File: src/rtl/exec_ctl.sv
// Execute-stage controller: latches the decoded bundle, evaluates the condition code,
// interlocks on a busy scoreboard for long-latency results, and drives flush, refill squash and halt.
module exec_ctl #(
    parameter int IDXW   = 4,
    parameter int CTLW   = 24,
    parameter int MULLAT = 2,
    parameter int REFILL = 1
) (
    input  logic            clk,
    input  logic            reset,
    input  logic            dValid,
    output logic            dReady,
    input  logic [3:0]      dCond,
    input  logic [IDXW-1:0] dSrcA,
    input  logic [IDXW-1:0] dSrcB,
    input  logic            dSrcAEn,
    input  logic            dSrcBEn,
    input  logic [IDXW-1:0] dWbIdx,
    input  logic            dWbEn,
    input  logic            dSrWbEn,
    input  logic            dLong,
    input  logic            dBranch,
    input  logic            dExit,
    input  logic [CTLW-1:0] dCtl,
    input  logic [3:0]      flags,
    output logic            eValid,
    output logic [CTLW-1:0] eCtl,
    output logic [IDXW-1:0] wbIdx,
    output logic            wbEn,
    output logic            srWbEn,
    output logic            flush,
    output logic            lwbEn,
    output logic [IDXW-1:0] lwbIdx,
    output logic            halted
);

    localparam int NREG = 2 ** IDXW;
    localparam int RCW  = $clog2(REFILL + 2);

    typedef struct packed {
        logic [3:0]      cond;
        logic [IDXW-1:0] wb_idx;
        logic            wb_en;
        logic            sr_wb_en;
        logic            lng;
        logic            branch;
        logic            ext;
        logic [CTLW-1:0] ctl;
    } ex_t;

    ex_t             ex_q, ex_d;
    logic            e_valid_q, e_valid_d;
    logic [RCW-1:0]  refill_q, refill_d;
    logic            halted_q, halted_d;
    logic [NREG-1:0] busy_q, busy_d;
    logic [MULLAT-1:0] dl_vld_q, dl_vld_d;
    logic [IDXW-1:0] dl_idx_q [MULLAT];
    logic [IDXW-1:0] dl_idx_d [MULLAT];

    logic n_f, z_f, c_f, v_f;
    logic cond_pass, commit, long_commit, hazard, load;

    assign {n_f, z_f, c_f, v_f} = flags;

    assign eValid = e_valid_q;
    assign eCtl   = ex_q.ctl;
    assign wbIdx  = ex_q.wb_idx;
    assign halted = halted_q;
    assign lwbEn  = dl_vld_q[MULLAT-1];
    assign lwbIdx = dl_idx_q[MULLAT-1];

    // NOTE: every signal written here gets a default first, so no path leaves it unassigned (no latch).
    always_comb begin
        cond_pass = 1'b0;
        case (ex_q.cond)
            4'd0:    cond_pass = z_f;
            4'd1:    cond_pass = ~z_f;
            4'd2:    cond_pass = c_f;
            4'd3:    cond_pass = ~c_f;
            4'd4:    cond_pass = n_f;
            4'd5:    cond_pass = ~n_f;
            4'd6:    cond_pass = v_f;
            4'd7:    cond_pass = ~v_f;
            4'd8:    cond_pass = c_f & ~z_f;
            4'd9:    cond_pass = ~c_f | z_f;
            4'd10:   cond_pass = (n_f == v_f);
            4'd11:   cond_pass = (n_f != v_f);
            4'd12:   cond_pass = ~z_f & (n_f == v_f);
            4'd13:   cond_pass = z_f | (n_f != v_f);
            4'd14:   cond_pass = 1'b1;
            default: cond_pass = 1'b0;
        endcase

        commit      = e_valid_q & cond_pass & (refill_q == '0);
        wbEn        = commit & ex_q.wb_en & ~ex_q.lng;
        srWbEn      = commit & ex_q.sr_wb_en;
        flush       = commit & ex_q.branch;
        long_commit = commit & ex_q.lng & ex_q.wb_en;

        // busy_q still holds entries retiring this cycle, so a reader issues only after lwbEn.
        hazard = dValid & ((dSrcAEn & busy_q[dSrcA]) |
                           (dSrcBEn & busy_q[dSrcB]) |
                           (dWbEn   & busy_q[dWbIdx]));
        dReady = ~halted_q & (~hazard | flush);
        load   = dValid & dReady & ~flush;

        e_valid_d = load;
        ex_d      = ex_q;
        if (load) begin
            ex_d.cond     = dCond;
            ex_d.wb_idx   = dWbIdx;
            ex_d.wb_en    = dWbEn;
            ex_d.sr_wb_en = dSrWbEn;
            ex_d.lng      = dLong;
            ex_d.branch   = dBranch;
            ex_d.ext      = dExit;
            ex_d.ctl      = dCtl;
        end

        refill_d = refill_q;
        if (flush)
            refill_d = RCW'(REFILL);
        else if (refill_q != '0)
            refill_d = refill_q - RCW'(1);

        halted_d = halted_q | (commit & ex_q.ext);

        // Set after clear so a new long op wins over a retiring one in the same cycle.
        busy_d = busy_q;
        if (lwbEn)
            busy_d[lwbIdx] = 1'b0;
        if (long_commit)
            busy_d[ex_q.wb_idx] = 1'b1;

        dl_vld_d[0] = long_commit;
        dl_idx_d[0] = ex_q.wb_idx;
        for (int i = 1; i < MULLAT; i++) begin
            dl_vld_d[i] = dl_vld_q[i-1];
            dl_idx_d[i] = dl_idx_q[i-1];
        end
    end

    // NOTE: state is updated with non-blocking assignments so all flops sample the same pre-edge values.
    always_ff @(posedge clk or posedge reset) begin
        if (reset) begin
            ex_q      <= '0;
            e_valid_q <= 1'b0;
            refill_q  <= '0;
            halted_q  <= 1'b0;
            busy_q    <= '0;
            dl_vld_q  <= '0;
            // NOTE: the delay-line indices are flops, not RAM, and are reset so lwbIdx reads 0 out of reset.
            for (int i = 0; i < MULLAT; i++)
                dl_idx_q[i] <= '0;
        end else begin
            ex_q      <= ex_d;
            e_valid_q <= e_valid_d;
            refill_q  <= refill_d;
            halted_q  <= halted_d;
            busy_q    <= busy_d;
            dl_vld_q  <= dl_vld_d;
            for (int i = 0; i < MULLAT; i++)
                dl_idx_q[i] <= dl_idx_d[i];
        end
    end

endmodule

File: config.mk
export PLATFORM = sky130hd
export DESIGN_NAME = exec_ctl
export DESIGN_NICKNAME = d
export VERILOG_FILES = /design/src/rtl/exec_ctl.sv
export SDC_FILE = /design/constraint.sdc
export NUM_CORES = 1
export LEC_CHECK = 0
export ABC_AREA = 0
export CAP_MARGIN = 5
export CORE_ASPECT_RATIO = 0.9
export CORE_MARGIN = 10
export CORE_UTILIZATION = 49
export CTS_CLUSTER_DIAMETER = 100
export DETAILED_ROUTE_END_ITERATION = 8
export PLACE_DENSITY = 0.81
export SLEW_MARGIN = 20
export SYNTH_ARGS = -nofsm -noshare
export SYNTH_HDL_FRONTEND = slang
export SYNTH_SLANG_ARGS = --single-unit
File: constraint.sdc
create_clock -name clk -period 3.4 [get_ports clk]
set_input_delay 0.51 -clock clk [delete_from_list [all_inputs] [get_ports clk]]
set_output_delay 0.51 -clock clk [all_outputs]
set_load 0.005 [all_outputs]
---- Yosys cells after proc, flatten, opt, wreduce, memory -nomap -nowiden ----
Index checks and enable logic that the tools add are counted.
storage, ports and cells
  register bits after elaboration ......... 67
  latch bits .............................. 0
  memory bits (writable) .................. 0
  ROM bits ................................ 0
  input bits .............................. 54
  logic and storage cells ................. 95
  memories kept ........................... 0
operators by class
  add/subtract/negate cells ............... 1
  $mul .................................... 0
  div/mod/pow operators ................... 0
  order comparisons ....................... 7
  equal/unequal tests ..................... 16
  shift operators ......................... 0
  mux-type cells .......................... 15
  bitwise gates (word level) .............. 35
  reductions and logical operators ........ 6
operator list
  operator               number
  $mux W16               2
  $eq A4 B4 Y1 const B   7
  $lt A4 B5 Y1 const B   5
  $and A1 B1 Y1          18
  $and A16 B16 Y16       1
  $eq A4 B3 Y1 const B   4
  $not A16 Y16           1
  $or A16 B16 Y16        1
  $pmux W1 S15           1
  $bmux W1 S4            3
  $demux W1 S4           2
  $eq A4 B2 Y1 const B   2
  $ge A4 B1 Y1 const B   2
  $not A1 Y1             8
  $or A1 B1 Y1           6
  $mux W1                5
  $eq A4 B1 Y1 const B   1
  $logic_not A4 Y1       1
  $mux W2                2
  $reduce_bool A2 Y1     2
  $logic_and A1 B1 Y1    2
  $logic_not A2 Y1       1
  $sub A2 B1 Y2 const B  1
  $eq A1 B1 Y1           1
  $ne A1 B1 Y1           1

---- Depth between registers and ports, before layout ----
  depth after elaboration ................. 11
  depth in mapped cells ................... 10

---- Least setup slack after synthesis ----
No wires, ideal clock.
  kind .................................... in2reg
  start ................................... input port dSrcB[1]
  end ..................................... register ex_q, in the netlist eCtl[11]
  library setup time ...................... 125 ps
  data arrival time ....................... 2589 ps
  required time ........................... 3275 ps
  slack ................................... 686 ps
  cell stages on the path ................. 9
  cells stage by stage .................... clkbuf_1 mux4_2 mux2_2 o211ai_2 nand4_1 a2111o_1 buf_6 buf_6 mux2_4
between the ends
  word-level cells in the longest chain between the ends .. 11
RTL lines
  item                           RTL line  text
  start, declared                15        input logic [IDXW-1:0] dSrcB,
  $bmux W1 S4                    102       (dSrcBEn & busy_q[dSrcB]) |
  $mux W1 (not written as such)  102
  $and A1 B1 Y1                  102
  $or A1 B1 Y1                   101       hazard = dValid & ((dSrcAEn & busy_q[dSrcA]) |
  $or A1 B1 Y1                   102
  $and A1 B1 Y1                  101
  $not A1 Y1                     104       dReady = ~halted_q & (~hazard | flush);
  $or A1 B1 Y1                   104
  $and A1 B1 Y1                  104
  $and A1 B1 Y1 (2 in a row)     105       load = dValid & dReady & ~flush;
  end signal, assigned           146       ex_q <= '0;
  end signal, assigned           156       ex_q <= ex_d;
  end, declared                  51        ex_t ex_q, ex_d;
Every way passes these cells. The select of a mux whose other input is x is not followed.
A chain may end at the register's enable or synchronous reset.

---- Final worst setup path ----
  start ................................... input port dSrcB[1]
  end ..................................... output port dReady
between the ends
  word-level cells in the longest chain between the ends .. 9
RTL lines
  item                           RTL line  text
  $bmux W1 S4                    102
  $mux W1 (not written as such)  102
  $and A1 B1 Y1                  102
  $or A1 B1 Y1                   101
  $or A1 B1 Y1                   102
  $and A1 B1 Y1                  101
  $not A1 Y1                     104
  $or A1 B1 Y1                   104
  $and A1 B1 Y1                  104
  end, declared                  12        output logic dReady,
Every way passes these cells. The select of a mux whose other input is x is not followed.

==> impl_metrics.csv <==
group,metric,value,unit
status,status,"complete, no violations",
power_and_ir_drop,p_leak,1.88,nW
worst_setup_path,start_kind,"input port",
worst_setup_path,critPathLaunch,"dSrcB[1]",
clock_network,path_clk_slew,0.07,ns
worst_setup_path,arrival,2.68,ns
power_and_ir_drop,p_per_area,690,nW/um2
job,drv_cap,0,
placed_design,place_congestion,0.888,
routing,wl_per_cell,18.7,um
timing,fin_crit,3.19,ns
floorplanning,die_x,108,um
routing,wl,8250,um
yosys,yosys.area.top_type,"dfrtp_1",
yosys,synthXorXnorAreaFrac,0.0102,
yosys,ys_ff_latch,67,
global_routing,grt_max_degree,68,
global_routing,overflow,0,
yosys,yosys.area_share.adder,0.00363,
floorplanning,initial_core_util,0.515,
final_layout,finalInstanceArea,4510,um2
global_routing,grt_pass1_vias,2586,
timing,fmax,314,MHz
placed_design,dp_hpwl,5990,um
final_layout,nets,400,
yosys,synthArstFlopShare,1.00,
yosys,synthCells,273,
timing,hold_viol_final,0,
routing,drtIter0Drc,111,
worst_setup_path,cpMostUsedCell,"clkdlybuf4s50_1",
yosys,synthesis.nets,328,
global_routing,antenna_found_initial,1,
yosys,synthFlopType,"dfrtp_1",
timing,setup_viol,0,
floorplanning,io_pins,93,
routing,ant_nets,0,
yosys,syn_avg_cell_area,12.6,um2
clock_network,cts.sinks,67,
hold_path,hold_class,"reg -> reg",
worst_setup_path,worst-path-max-fanout,4,
routing,drc,0,
worst_setup_path,r2r_cells,7,
timing,slew_headroom,0.460,
floorplanning,die_h,99.6,um
yosys,synthTopCellsByArea,"dfrtp_1 (49%), mux2_4 (8.3%), mux2_2 (6.2%), buf_4 (6.1%), mux4_2 (3.3%)",
floorplanning,coreArea,6690,um2
yosys,yosysWarnings,0,
routing,routed_via_density,5.47,
worst_setup_path,cp_slowest_cell,"clkdlybuf4s50_1",
global_routing,grt_usage,0.153,
yosys,synth_cell_types,47,
clock_network,cts_inserted_buffers,9,
worst_setup_path,cp.required,2.89,ns
timing,hold-worst-slack,0.349,ns
placed_design,port_buffers,92,
clock_network,clock_latency,0.33,ns
timing,drv_slew,0,
worst_setup_path,cp_cell_sequence,"clkdlybuf4s50_1, mux4_2, mux2_2, o211ai_2, nand4_1, a31oi_1, clkdlybuf4s50_1",
final_layout,fillers,494,
clock_network,cts-htree-levels,3,
clock_network,cts_tree,"done",
timing,period_share,0.938,
floorplanning,rows,28,
worst_setup_path,cpPeakStageDelay,0.57,ns
final_layout,syn2layout_area_growth,30.8,%
clock_network,clockRootBuffer,"clkbuf_8",
timing,rsz0062_at_grt,"false",
worst_setup_path,reg2reg_from,"busy_q[1]$_DFF_PP0_",
yosys,muxShareOfSynthArea,0.222,
worst_setup_path,endpoint,"dReady",
yosys,synth-simple-area-share,0.0719,
routing,num_vias,2414,
worst_setup_path,r2r_end,"eCtl[17]$_DFFE_PP0P_",
final_layout,drive_gt1_frac,0.206,
global_routing,grt_pass1_wl,13200,um
routing,dr.pass1.iters,4,
yosys,synth_compound_area_frac,0.110,
yosys,synth_commonest_cells,"dfrtp_1 (67), buf_4 (28), mux2_2 (19), mux2_4 (19), o21ai_0 (19)",
yosys,ys_seq_area_frac,0.487,
yosys,yosys.area.top_type_share,0.487,
yosys,syn_area,3450,um2
clock_network,clock_path_buffers,2,
power_and_ir_drop,p_total,3.11,mW
floorplanning,die_area,10800,um2
yosys,synth-edff-count,0,
power_and_ir_drop,vdd_drop_max,0.454,mV
worst_setup_path,critPathCaptureType,"output port",
timing,skew,0.00808,ns
yosys,synth_top_family_by_area,"multiplexers",
yosys,synth_most_common_cell,"dfrtp_1",
worst_setup_path,regToRegSetupSlack,0.76,ns
clock_network,cts_hold_buf,0,
placed_design,placed_area,4260,um2
timing,worst_slew_pin_slew,0.809,ns
worst_setup_path,path_class,"in -> out",
==> worst max-delay path: cells and delay by family <==
| family | cells | cell delay, ns |
|---|---|---|
| buffers and inverters | 2 | 1.09 |
| muxes | 2 | 0.62 |
| AOI/OAI and AO/OA | 2 | 0.33 |
| and+or+nand+nor | 1 | 0.12 |
==> power by group <==
| group | internal, mW | total [mW] | switching (mW) |
|---|---|---|---|
| clock | 0.452 | 0.736 | 0.283 |
| sequential | 1.07 | 1.33 | 0.259 |
| combinational | 0.694 | 1.05 | 0.354 |
| total | 2.21 | 3.11 | 0.896 |
==> state kept, by name, indices dropped and copies added, names as in the netlist <==
register  cells
eValid        1
dl_idx_d      4
wbIdx         4
ex_q          9
dl_vld_q      2
refill_q      2
busy_q       16
eCtl         24
lwbIdx        4
halted        1
==> per-stage QoR <==
stage	std cells	setup TNS [ns]	util	worst slack, ns
5_1_grt	441	0	0.674	0.0175
3_3_place_gp	424	0	0.636	0.0326
6_report	441	0	0.674	0.212
3_5_place_dp	424	-0.0187	0.636	-0.0187
2_1_floorplan	273	0	-	0.686
4_1_cts	440	0	0.670	0.0134
==> layer usage <==
layer  global-route usage  share of wire  routed length (um)  vias to the layer above
li1                     -              -                   -                     1122
met1                0.193           0.42                3510                     1154
met2                0.232           0.46                3780                      131
met3               0.0548           0.10                 846                        7
met4               0.0638          0.015                 122                        0
met5                    0              0                   0                        -
==> worst min path at each step <==
stage | cells past startpoint | end | start
final | 0 | lwbIdx[2]$_DFF_PP0_ | dl_idx_d[2]$_DFF_PP0_
after global routing | 0 | lwbIdx[1]$_DFF_PP0_ | dl_idx_d[1]$_DFF_PP0_
after CTS | 0 | lwbIdx[2]$_DFF_PP0_ | dl_idx_d[2]$_DFF_PP0_
after detailed placement | 0 | lwbIdx[2]$_DFF_PP0_ | dl_idx_d[2]$_DFF_PP0_
after global placement | 0 | lwbIdx[1]$_DFF_PP0_ | dl_idx_d[1]$_DFF_PP0_
after floorplan | 0 | dl_vld_q[1]$_DFF_PP0_ | dl_vld_q[0]$_DFF_PP0_
==> cell usage in the layout (no fill, tap or decap), types with 2 or more instances in the layout <==
| cell type | netlist | layout |
|---|---|---|
| a21oi_1 | 3 | 3 |
| nand3b_1 | 4 | 4 |
| o31ai_1 | 9 | 9 |
| dfrtp_1 | 67 | 67 |
| clkbuf_8 | 0 | 11 |
| nor2b_1 | 7 | 7 |
| mux4_2 | 5 | 5 |
| buf_4 | 28 | 6 |
| clkdlybuf4s50_1 | 0 | 88 |
| o21ai_0 | 19 | 19 |
| nand4_1 | 2 | 2 |
| inv_1 | 11 | 10 |
| mux2_2 | 19 | 19 |
| o41ai_1 | 6 | 6 |
| mux4_1 | 2 | 2 |
| a2111oi_0 | 3 | 2 |
| bufinv_16 | 0 | 2 |
| a31oi_1 | 3 | 3 |
| nand2b_1 | 8 | 8 |
| nand2_1 | 9 | 9 |
| nand3_1 | 3 | 3 |
| mux2i_1 | 9 | 9 |
| dlymetal6s2s_1 | 0 | 3 |
| xnor2_1 | 2 | 2 |
| mux2_4 | 19 | 19 |
| a211oi_1 | 2 | 2 |
==> layout make-up <==
cell class                 count  area [um2]  area share
sequential                    67        1680       0.372
clock inverter                 4        72.6      0.0161
clock buffer                  12         155      0.0344
multi-input combinational    157        1460       0.323
timing repair buffer          99         992       0.220
antenna                        1        2.50    0.000555
inverter                      11        41.3     0.00916
tap                           90         113      0.0250
==> kinds of logic (layout without fill, tap and decap cells) <==
logic type / count (synthesis) / after routing
AOI/OAI and AO/OA: 55 / 55
xor gates and xnor gates: 4 / 4
adders and majority gates: 1 / 1
buffers and inverters: 49 / 126
DFF: 67 / 67
muxes: 55 / 55
other: 0 / 1
and+or+nand+nor: 42 / 42
==> timing repair <==
action	CTS	global route
pin swaps	0	1
gates resized for setup	1	7
buffers inserted	0	0
endpoints found under the hold margin	0	0
endpoints found under the setup margin	1	1
Power figures use the tool's default switching activity.
